**src/rtl/gt_rx_fifo_pkg.sv**
```systemverilog
// Shared defaults for the GT receive path.
package gt_rx_fifo_pkg;
  localparam int GT_FIFO_SIZE_DEF = 64;
endpackage

```
**src/rtl/gt_rx_fifo_mem.sv**
```systemverilog
// DEPTH x W simple dual-port array: synchronous write, asynchronous read.
// Has no reset, so it maps onto distributed RAM.
module gt_rx_fifo_mem #(
  parameter int W     = 64,
  parameter int DEPTH = 16,
  parameter int AW    = $clog2(DEPTH)
) (
  input  logic          clk,
  input  logic          we,
  input  logic [AW-1:0] waddr,
  input  logic [W-1:0]  wdata,
  input  logic [AW-1:0] raddr,
  output logic [W-1:0]  rdata
);
  logic [W-1:0] mem [DEPTH];

  always_ff @(posedge clk) begin
    if (we) mem[waddr] <= wdata;
  end

  assign rdata = mem[raddr];
endmodule

```
**src/rtl/gt_rx_fifo.sv**
```systemverilog
// FWFT elastic RX buffer (GT -> message_handler); push-to-out_valid latency 1 cycle; gt_ready = !full, never depends on out_ready.
// Optional occupancy statistics are enabled by defining GT_RX_FIFO_STATS_EN.
module gt_rx_fifo
  import gt_rx_fifo_pkg::*;
#(
  parameter int GT_FIFO_SIZE = GT_FIFO_SIZE_DEF,
  parameter int DEPTH        = 16,
  parameter int AFULL_THRESH = 12,
  parameter int AW           = $clog2(DEPTH),
  parameter int CW           = $clog2(DEPTH) + 1
) (
  input  logic                    clk,
  input  logic                    reset,
  input  logic [GT_FIFO_SIZE-1:0] gt_data,
  input  logic                    gt_valid,
  output logic                    gt_ready,
  output logic [GT_FIFO_SIZE-1:0] out_data,
  output logic                    out_valid,
  input  logic                    out_ready,
  output logic [CW-1:0]           count,
  output logic                    almost_full,
  output logic                    overflow,
  output logic [31:0]             stat_pushes,
  output logic [CW-1:0]           stat_hiwater
);
  logic [AW-1:0] wr_ptr, rd_ptr;
  logic [CW-1:0] count_nxt;
  logic          push, pop;

  // Full/empty come from count only, so the pointers may wrap freely.
  assign gt_ready  = (count != CW'(DEPTH));
  assign out_valid = (count != '0);
  assign push      = gt_valid && gt_ready;
  assign pop       = out_valid && out_ready;
  assign count_nxt = count + CW'(push) - CW'(pop);

  always_ff @(posedge clk or posedge reset) begin
    if (reset) begin
      wr_ptr      <= '0;
      rd_ptr      <= '0;
      count       <= '0;
      almost_full <= 1'b0;
      overflow    <= 1'b0;
    end else begin
      if (push) wr_ptr <= wr_ptr + 1'b1;
      if (pop)  rd_ptr <= rd_ptr + 1'b1;
      count       <= count_nxt;
      almost_full <= (count_nxt >= CW'(AFULL_THRESH));
      if (gt_valid && !gt_ready) overflow <= 1'b1;
    end
  end

  gt_rx_fifo_mem #(
    .W     (GT_FIFO_SIZE),
    .DEPTH (DEPTH),
    .AW    (AW)
  ) u_mem (
    .clk   (clk),
    .we    (push),
    .waddr (wr_ptr),
    .wdata (gt_data),
    .raddr (rd_ptr),
    .rdata (out_data)
  );

`ifdef GT_RX_FIFO_STATS_EN
  always_ff @(posedge clk or posedge reset) begin
    if (reset) begin
      stat_pushes  <= '0;
      stat_hiwater <= '0;
    end else begin
      if (push && stat_pushes != 32'hFFFF_FFFF) stat_pushes <= stat_pushes + 32'd1;
      if (count_nxt > stat_hiwater) stat_hiwater <= count_nxt;
    end
  end
`else
  assign stat_pushes  = '0;
  assign stat_hiwater = '0;
`endif
endmodule

```
**config.mk**
```make
export PLATFORM = sky130hd
export DESIGN_NAME = gt_rx_fifo
export DESIGN_NICKNAME = d
export VERILOG_FILES = /design/src/rtl/gt_rx_fifo_pkg.sv /design/src/rtl/gt_rx_fifo_mem.sv /design/src/rtl/gt_rx_fifo.sv
export SDC_FILE = /design/constraint.sdc
export NUM_CORES = 1
export LEC_CHECK = 0
export ABC_AREA = 1
export BUFFER_PORTS_ARGS = -buffer_cell sky130_fd_sc_hd__buf_2
export CORE_ASPECT_RATIO = 0.5
export CORE_UTILIZATION = 45
export DETAILED_ROUTE_END_ITERATION = 10
export PLACE_DENSITY = 0.58
export SKIP_LAST_GASP = 1
export SYNTH_ARGS = -nofsm -noshare
export SYNTH_HDL_FRONTEND = slang
export SYNTH_SLANG_ARGS = --single-unit
```
**constraint.sdc**
```tcl
create_clock -name clk -period 9.85 [get_ports clk]
set_clock_uncertainty 0.2 [all_clocks]
set_input_delay 0.4925 -clock clk [delete_from_list [all_inputs] [get_ports clk]]
set_output_delay 0.4925 -clock clk [all_outputs]
set_load 0.01 [all_outputs]
```
## Yosys cells after proc, flatten, opt, wreduce, memory -nomap -nowiden

Memories as Yosys holds them, arrays and structs flattened.
Index checks and enable logic that the tools add are counted.

| operators by class | value |
|---|---|
| $add $sub $neg | 4 |
| $mul | 0 |
| divide/modulo/power cells | 0 |
| order comparisons | 1 |
| equal/unequal tests | 1 |
| shift-type cells | 0 |
| muxes and demuxes | 2 |
| bitwise gates (word level) | 0 |
| reduce and logical (&&, ||, !) cells | 5 |

Operator list:

| cell | number |
|---|---|
| $add 4x1->4 const B | 2 |
| $add 5x1->5 | 1 |
| $ge 5x4->1 const B | 1 |
| $ne 5x5->1 const B | 1 |
| $reduce_bool 5->1 | 1 |
| $sub 5x1->5 | 1 |
| $logic_and 1x1->1 | 3 |
| $mux 1 | 2 |
| $logic_not 1->1 | 1 |

| word-level totals | value |
|---|---|
| bits in registers | 15 |
| latch bits | 0 |
| memory bits (writable) | 1024 |
| ROM bits | 0 |
| input port bits | 68 |
| output and inout port bits | 110 |
| logic and storage cells | 19 |
| memories | 1 |

Memories:

| name | depth | bits a word | read ports | clocked after memory_dff | wr ports | RTL line | RTL |
|---|---|---|---|---|---|---|---|
| u_mem.mem | 16 | 64 | 1 | 0 | 1 | gt_rx_fifo_mem.sv:15 | `logic [W-1:0] mem [DEPTH];` |

## Logic depth before layout (Yosys ltp)

Gate-level depths: netlist of the first run.

| depth | value |
|---|---|
| depth in word-level cells | 5 |
| depth in mapped cells | 15 |
| depth with buffers taken out | 15 |

## Modules after synthesis

From an unflattened synthesis of the first run, not the netlist that was laid out.

| second synthesis, totals | value |
|---|---|
| cell total of the unflattened synthesis | 4277 |
| area, all modules | 45140.8 µm² |

Modules (own cells, without submodules):

| module | instances | cells an instance | area an instance (µm²) | sequential area each (µm²) |
|---|---|---|---|---|
| gt_rx_fifo_mem | 1 | 4146 | 44004.7 | 30749.5 |
| gt_rx_fifo | 1 | 131 | 1136.1 | 375.4 |

## Worst setup path before layout of the first run

Ideal clock, no wire load.

| path | value |
|---|---|
| kind | register to register |
| start point | register count[2] |
| end point | memory u_mem.mem[0][0], enable pin |
| library setup time | 0.486 ns |
| arrival time | 3.951 ns |
| path slack | 5.213 ns |
| stages on the path, launching flop included | 8 |
| clock period less this slack | 4.637 ns |
| cell sequence | dfrtp_1 -> inv_1 -> ha_1 -> nand4_1 -> nand2_1 -> inv_1 -> nand2_1 -> nor2_1 |

| between the ends | value |
|---|---|
| word-level cells in the longest chain between the ends | 4 |

Ends and longest elaborated chain:

| element | RTL line | RTL |
|---|---|---|
| from (decl) | gt_rx_fifo.sv:20 | `output logic [CW-1:0] count,` |
| from (signal assigned) | gt_rx_fifo.sv:47 | `count <= count_nxt;` |
| $ne 5x5->1 | gt_rx_fifo.sv:31 | `assign gt_ready = (count != CW'(DEPTH));` |
| net gt_ready | gt_rx_fifo.sv:16 | `output logic gt_ready,` |
| $logic_and 1x1->1 | gt_rx_fifo.sv:33 | `assign push = gt_valid && gt_ready;` |
| $mux 1 | gt_rx_fifo_mem.sv:18 | `if (we) mem[waddr] <= wdata;` |
| $mux 1 (not written as such) | gt_rx_fifo_mem.sv:18 |  |
| to (decl) | gt_rx_fifo_mem.sv:15 |  |

The timed path passes the listed nets, and every way through them passes these cells.

## Worst setup path after layout of the first run

| path | value |
|---|---|
| start point | register rd_ptr[0] |
| end point | output port out_data[62] |

| between the ends | value |
|---|---|
| word-level cells in the longest chain between the ends | 1 |

Ends and longest elaborated chain:

| element | RTL line | RTL |
|---|---|---|
| from (decl) | gt_rx_fifo.sv:26 | `logic [AW-1:0] wr_ptr, rd_ptr;` |
| from (signal assigned) | gt_rx_fifo.sv:46 | `if (pop) rd_ptr <= rd_ptr + 1'b1;` |
| $mem_v2 16x64 | - |  |
| to (decl) | gt_rx_fifo.sv:17 | `output logic [GT_FIFO_SIZE-1:0] out_data,` |

No other way between the ends.

==> results of run 1 <==
[registers in the layout, indices dropped and copies added (netlist names)]
| name | flops |
|---|---|
| almost_full | 1 |
| count | 5 |
| overflow | 1 |
| rd_ptr | 4 |
| u_mem.mem | 1024 |
| wr_ptr | 4 |
[power groups by stage]
stage	clock network [W]	registers, W	logic (W)
detailed placement	0	0.00557	0.00468
CTS	0.00370	0.00548	0.00473
global route	0.00386	0.00551	0.00520
floorplan	0	0.00549	0.00314
finish	0.00364	0.00548	0.00466
global placement	0	0.00556	0.00466
[cells in the mapped netlist, types with 2 or more instances]
cell type	n
sky130_fd_sc_hd__dfrtp_1	15
sky130_fd_sc_hd__edfxtp_1	1024
sky130_fd_sc_hd__a21oi_1	2
sky130_fd_sc_hd__xnor2_1	3
sky130_fd_sc_hd__nand2_1	1625
sky130_fd_sc_hd__buf_4	58
sky130_fd_sc_hd__buf_1	13
sky130_fd_sc_hd__nand4_1	2
sky130_fd_sc_hd__inv_1	406
sky130_fd_sc_hd__ha_1	11
sky130_fd_sc_hd__buf_2	118
sky130_fd_sc_hd__o21ai_0	5
sky130_fd_sc_hd__clkbuf_1	44
sky130_fd_sc_hd__xor2_1	5
sky130_fd_sc_hd__nor2_1	402
sky130_fd_sc_hd__inv_2	3
sky130_fd_sc_hd__nand3_1	389
[routing by layer]
metal,share of wire,routed length (um),GRT usage
met5,0,0,0
met4,0.018,1976,0.05130
met3,0.056,6050,0.03061
met2,0.47,50600,0.3513
met1,0.46,49840,0.3173
[worst reg2reg max path, delay by kind of cell (launching register included)]
kind,cells,cell delay [ns]
and+or+nand+nor,4,1.53
buffers and inverters,3,1.20
adders and majority gates,1,0.22
DFF,1,0.37
[final cells by class]
type | instances | area (um^2)
Inverter | 409 | 1560
Tap cell | 1271 | 1590
Timing Repair Buffer | 252 | 1709
Clock inverter | 66 | 569.3
Fill cell | 8339 | 46680
Clock buffer | 109 | 2430
Sequential cell | 1039 | 31140
Multi-Input combinational cell | 2485 | 10120
[path summary, 6_finish.rpt]
check	start	to	slack [ns]	cells past startpoint
setup / recovery	rd_ptr[0]	out_data[62]	4.96	9
hold reg to reg	overflow	overflow	0.28	1
min in group clk	overflow	overflow	0.28	1
max in group asynchronous	reset	rd_ptr[1]	8.77	3
setup reg to reg	count[2]	u_mem.mem[0][28]	5.89	8
hold / removal	reset	count[1]	0.22	3
[stage by stage]
step / utilization / power (W) / hold slack, ns / area, um^2
after floorplan: - / 0.008637 / 0.1940 / 43890
after global placement: 0.4744 / 0.01022 / 0.2562 / 45440
after detailed placement: 0.4744 / 0.01026 / 0.2615 / 45440
after CTS: 0.5127 / 0.01390 / 0.2009 / 49110
after global routing: 0.5127 / 0.01457 / 0.2693 / 49110
final: 0.5127 / 0.01377 / 0.2192 / 49110
[what timing repair did]
item,CTS,global route
endpoints found under the setup margin,0,0
hold buffers,67,0
hold endpoints to repair,1043,0
[cell families after synthesis]
group	Yosys count	synth area share
adders and majority gates	12	0.003603
other	1	0.00008570
buffers and inverters	642	0.06342
DFF	1039	0.7113
and+or+nand+nor	2420	0.2190
AOI/OAI and AO/OA	8	0.0009722
xor gates and xnor gates	8	0.001601
==> flow_metrics.py, run 1 <==
metrics = {
    "floorplanning": {
        "design.die.area_mm2": 0.09856,
        "dieHeight_um": 222.5,
        "dieWidth_um": 443.0,
        "core_area_mm2": 0.09579,
        "floorplan.rows": 80,
        "floorplan.io_pins": 178,
        "floorplan.initialDensity": 0.4568,
    },
    "place": {
        "detailed_place_hpwl_um": 50940,
        "portBuffers": 140,
        "placedCellCount": 5389,
        "dp_slack_ns": 5.705,
        "place_congestion": 0.7398,
    },
    "critical_path": {
        "worstSetupPathType": "reg -> out",
        "required_ns": 9.16,
        "timing.critical_path.fanout_max": 94,
        "worstPathBufferInverterCount": 3,
        "crit_path_frequent_cell": "sky130_fd_sc_hd__nand2_1",
        "arrival_ns": 4.20,
        "worst_path_max_delay_cell": "sky130_fd_sc_hd__buf_4",
        "worst_path_largest_cell_delay_ns": 0.87,
        "critPathTopFamily": "buffers and inverters",
        "crit_path_cell_trace": "buf_4, buf_4, nand2_1, nand3_1, nand2_1, nor2_1, nand2_1, nand2_1, buf_2",
        "timing.critical_path.from_type": "flip-flop",
        "setup.worst_path.end_class": "primary output",
    },
    "drt": {
        "drt-vias-per-instance": 4.994,
        "route.vias.total": 28120,
        "drt_first_pass_iters": 5,
        "drt-wirelength-per-cell_um": 19.26,
        "drt-initial-drc-count": 2561,
        "drc": 0,
        "detail-route-antenna-nets": 0,
        "drt-total-wl_um": 108500,
    },
    "synthesis": {
        "syn-instance-count": 4130,
        "library_cell_with_the_largest_summed_area_after_synthesis": "sky130_fd_sc_hd__edfxtp_1",
        "synth_cell_types": 22,
        "most_frequently_used_flop_master_after_synthesis": "sky130_fd_sc_hd__edfxtp_1",
        "post_synth_main_area_contributors": "sky130_fd_sc_hd__edfxtp_1 70%, sky130_fd_sc_hd__nand2_1 14%, sky130_fd_sc_hd__nand3_1 4.4%",
        "synthArstFlopShare": 0.01444,
        "synth-seq-cells": 1039,
        "avgSynthCellArea_um2": 10.59,
        "synth_sequential_area_ratio": 0.7113,
        "post-synth-top-area-fraction": 0.7028,
        "yosys_warnings": 0,
        "netlist_area_mm2": 0.04376,
        "synth_edf_count": 1024,
    },
    "power_and_ir_drop": {
        "power_per_cell_area_mw_per_mm2": 280.5,
        "power.net_switching_w": 0.005197,
        "p_leak_nw": 20.07,
        "power.internal_w": 0.008577,
        "share_seq_of_total_power": 0.398,
        "peakVddDrop_mv": 0.2078,
        "clockPowerShare": 0.264,
        "power.combinational.fraction": 0.338,
        "p_sw_frac": 0.3773,
    },
    "cts": {
        "tritoncts": "yes",
        "post-cts-setup-buffers": 0,
        "clock_insertion_delay_worst_skew_ns": 0.69,
        "cts.htree.levels": 3,
        "clk_pin_slew_worst_paths_ns": 0.06,
        "cts_repair_resize_count": 0,
        "tritoncts_buffers": 94,
        "clock_path_buffers": 3,
        "cts.sink_count": 1039,
        "clk_root_buffer_cell": "sky130_fd_sc_hd__clkbuf_16",
    },
    "final_layout": {
        "area_delta_synth_final_pct": 12.24,
        "proportion_of_layout_cells_with_a_drive_suffix_above_1": 0.07867,
        "most_common_cell_after_layout_fill_and_taps_aside": "sky130_fd_sc_hd__nand2_1",
        "most-common-layout-cells": "1625 x sky130_fd_sc_hd__nand2_1, 1024 x sky130_fd_sc_hd__edfxtp_1, 404 x sky130_fd_sc_hd__inv_1",
        "antennaDiodeCount": 0,
        "finalNetCount": 4361,
        "stdcell_count": 5631,
    },
    "sta": {
        "max-slew-margin-rel": 0.2181,
        "period_share": 0.4962,
        "final_hold_viol_count": 0,
        "fin_setup_tns_ns": 0,
        "min_period_ns": 4.888,
        "grt_setup_unrepaired": "false",
        "setup_violation_total_in_the_final_timing_report": 0,
        "slew_violations": 0,
        "worst_slew_pin_slew_ns": 1.170,
        "clock.fmax_mhz": 204.6,
        "post-route-worst-setup-slack_ns": 4.962,
    },
    "flow_run": {
        "maxCapViolations": 0,
    },
    "grt": {
        "grt_util_all_layers": 0.2192,
        "global_route_wire_length_before_repair_um": 163100,
        "grt_pass1_vias": 26540,
        "antenna_found_initial": 0,
        "grt_max_degree": 168,
        "global_route.overflow_total": 0,
    },
    "status": {
        "result_of_the_run": "completed",
    },
    "min_path": {
        "worst_hold_path_type": "in -> async",
    },
}
Note: power is estimated with default switching activity, not from simulation.
==> run 2, diff against run 1 <==
PLACE_DENSITY = 0.61   (was 0.58)
clock period = 4 ns   (was 9.85 ns; I/O delays follow)
==> flow_metrics.py, run 2 (same netlist as run 1, synthesis figures left out) <==
metrics = {
    "critical_path": {
        "timing.critical_path.from_type": "flip-flop",
        "timing.critical_path.fanout_max": 69,
        "timing.rr.end": "u_mem.mem[1][20]",
        "required_ns": 3.60,
        "worstSetupPathType": "reg -> out",
        "timing.reg2reg.worst_path_depth": 8,
        "ff2ff_setup_slack_ns": 0.96,
        "arrival_ns": 3.28,
        "reg2reg_from": "count[3]",
        "setup.worst_path.end_class": "primary output",
    },
    "cts": {
        "clk_pin_slew_worst_paths_ns": 0.06,
        "tritoncts_buffers": 94,
        "cts.htree.levels": 3,
        "clock_insertion_delay_worst_skew_ns": 0.67,
        "tritoncts": "yes",
        "clock_path_buffers": 3,
        "cts.sink_count": 1039,
        "cts_repair_resize_count": 0,
        "clk_root_buffer_cell": "sky130_fd_sc_hd__clkbuf_16",
    },
    "drt": {
        "drt-vias-per-instance": 5.054,
        "drt-wirelength-per-cell_um": 19.03,
        "route.vias.total": 28510,
        "drt_first_pass_iters": 5,
        "drt-initial-drc-count": 2684,
        "detail-route-antenna-nets": 0,
        "drc": 0,
        "drt-total-wl_um": 107400,
    },
    "floorplanning": {
        "floorplan.initialDensity": 0.4568,
        "dieHeight_um": 222.5,
        "floorplan.rows": 80,
        "dieWidth_um": 443.0,
        "core_area_mm2": 0.09579,
        "design.die.area_mm2": 0.09856,
        "floorplan.io_pins": 178,
    },
    "power_and_ir_drop": {
        "p_leak_nw": 20.15,
        "power_per_cell_area_mw_per_mm2": 684.9,
        "peakVddDrop_mv": 0.5752,
        "post-layout-total-power_w": 0.03381,
    },
    "grt": {
        "grt_util_all_layers": 0.2185,
        "global_route_wire_length_before_repair_um": 165100,
        "grt_max_degree": 180,
        "grt_pass1_vias": 27790,
        "antenna_found_initial": 0,
        "global_route.overflow_total": 0,
    },
    "final_layout": {
        "area_delta_synth_final_pct": 12.80,
        "largest_reg_flops": 1024,
        "proportion_of_layout_cells_with_a_drive_suffix_above_1": 0.08032,
        "area_occupied_by_multi_input_gates_mm2": 0.01012,
        "most-common-layout-cells": "1625 x sky130_fd_sc_hd__nand2_1, 1024 x sky130_fd_sc_hd__edfxtp_1, 404 x sky130_fd_sc_hd__inv_1",
        "antennaDiodeCount": 0,
        "finalNetCount": 4378,
        "most_common_cell_after_layout_fill_and_taps_aside": "sky130_fd_sc_hd__nand2_1",
        "seq_area_mm2": 0.03114,
        "regMostFlops": "u_mem.mem",
        "largestRegisters": "u_mem.mem: 1024 flops, count: 5 flops",
        "filler_cell_count": 8294,
    },
    "sta": {
        "period_share": 0.9207,
        "final.hold.worst_slack_ns": 0.1415,
        "final_hold_viol_count": 0,
        "setup_violation_total_in_the_final_timing_report": 0,
        "clock.fmax_mhz": 271.5,
        "max-slew-margin-rel": 0.3083,
        "slew_violations": 0,
        "worst_slew_pin_slew_ns": 1.037,
        "min_period_ns": 3.683,
        "fin_setup_tns_ns": 0,
        "grt_setup_unrepaired": "false",
    },
    "min_path": {
        "worst_hold_path_type": "in -> reg",
        "timing.hold.worst.start": "gt_valid",
        "min_delay_worst_endpoint": "overflow",
        "whs_path_depth": 4,
    },
    "place": {
        "portBuffers": 140,
        "place_congestion": 0.7977,
        "detailed_place_hpwl_um": 57250,
    },
    "flow_run": {
        "maxCapViolations": 0,
    },
    "status": {
        "result_of_the_run": "completed",
    },
}
[run 2: cell count changes in the layout (fill, tap and decap cells not counted), sizes merged, moves of 3 or more]
cell	before	now
buf	185	201
bufinv	8	3
clkbuf	109	117
clkinv	50	44
inv	414	411
[run 2: area by class of cell]
type | count | share of cell area
repair buffers | 269 | 0.04411
well taps | 1271 | 0.03222
clock inverters | 51 | 0.006413
inverters | 409 | 0.03161
clock buffers | 117 | 0.04984
flip-flops and latches | 1039 | 0.6308
multi-input cells | 2485 | 0.2050
[run 2: worst max path at each step]
stage | start | to | slack (ns) | depth (start not counted)
final | rd_ptr[2] | out_data[1] | 0.32 | 6
after global routing | rd_ptr[0] | out_data[42] | 0.26 | 9
after CTS | rd_ptr[2] | out_data[37] | 0.32 | 6
after detailed placement | count[3] | u_mem.mem[1][29] | 1.02 | 8
after global placement | rd_ptr[0] | out_data[47] | 1.08 | 9
after floorplan | count[2] | u_mem.mem[0][0] | -0.64 | 7
[run 2: where the power goes]
part	total [W]	switching (W)	internal, W	leakage (nW)
clock	0.00845	0.00391	0.00454	1.37
sequential	0.0134	0.000421	0.0130	9.42
combinational	0.0119	0.00849	0.00343	9.36
total	0.0338	0.0128	0.0210	20.1
[run 2: repair_timing]
action,CTS,global route
hold endpoints to repair,1048,0
hold buffers,68,0
setup buffers,0,0
[run 2: through the flow]
| step | cell area (um^2) | worst slack, ns | util | cells |
|---|---|---|---|---|
| 2_1_floorplan | 43890 | -0.6374 | - | 4166 |
| 3_3_place_gp | 45900 | 1.084 | 0.4792 | 5405 |
| 3_5_place_dp | 45900 | 1.023 | 0.4792 | 5405 |
| 4_1_cts | 49360 | 0.3163 | 0.5153 | 5641 |
| 5_1_grt | 49360 | 0.2581 | 0.5153 | 5641 |
| 6_report | 49360 | 0.3172 | 0.5153 | 5641 |
[run 2: critical path: stages, from the launching register on]
cell	delay, ns
sky130_fd_sc_hd__dfrtp_1	0.46
sky130_fd_sc_hd__inv_6	0.59
sky130_fd_sc_hd__buf_4	0.84
sky130_fd_sc_hd__nand3_1	0.21
sky130_fd_sc_hd__nand2_1	0.12
sky130_fd_sc_hd__nand2_1	0.10
sky130_fd_sc_hd__buf_2	0.15
[run 2: metal layers]
metal  GRT usage  vias up  part of all wire
met2      0.3715      830              0.49
met1      0.2971    13900              0.44
met3     0.03061      153             0.051
met4     0.05320        0             0.022
met5           0        -                 0
li1            -    13630                 -
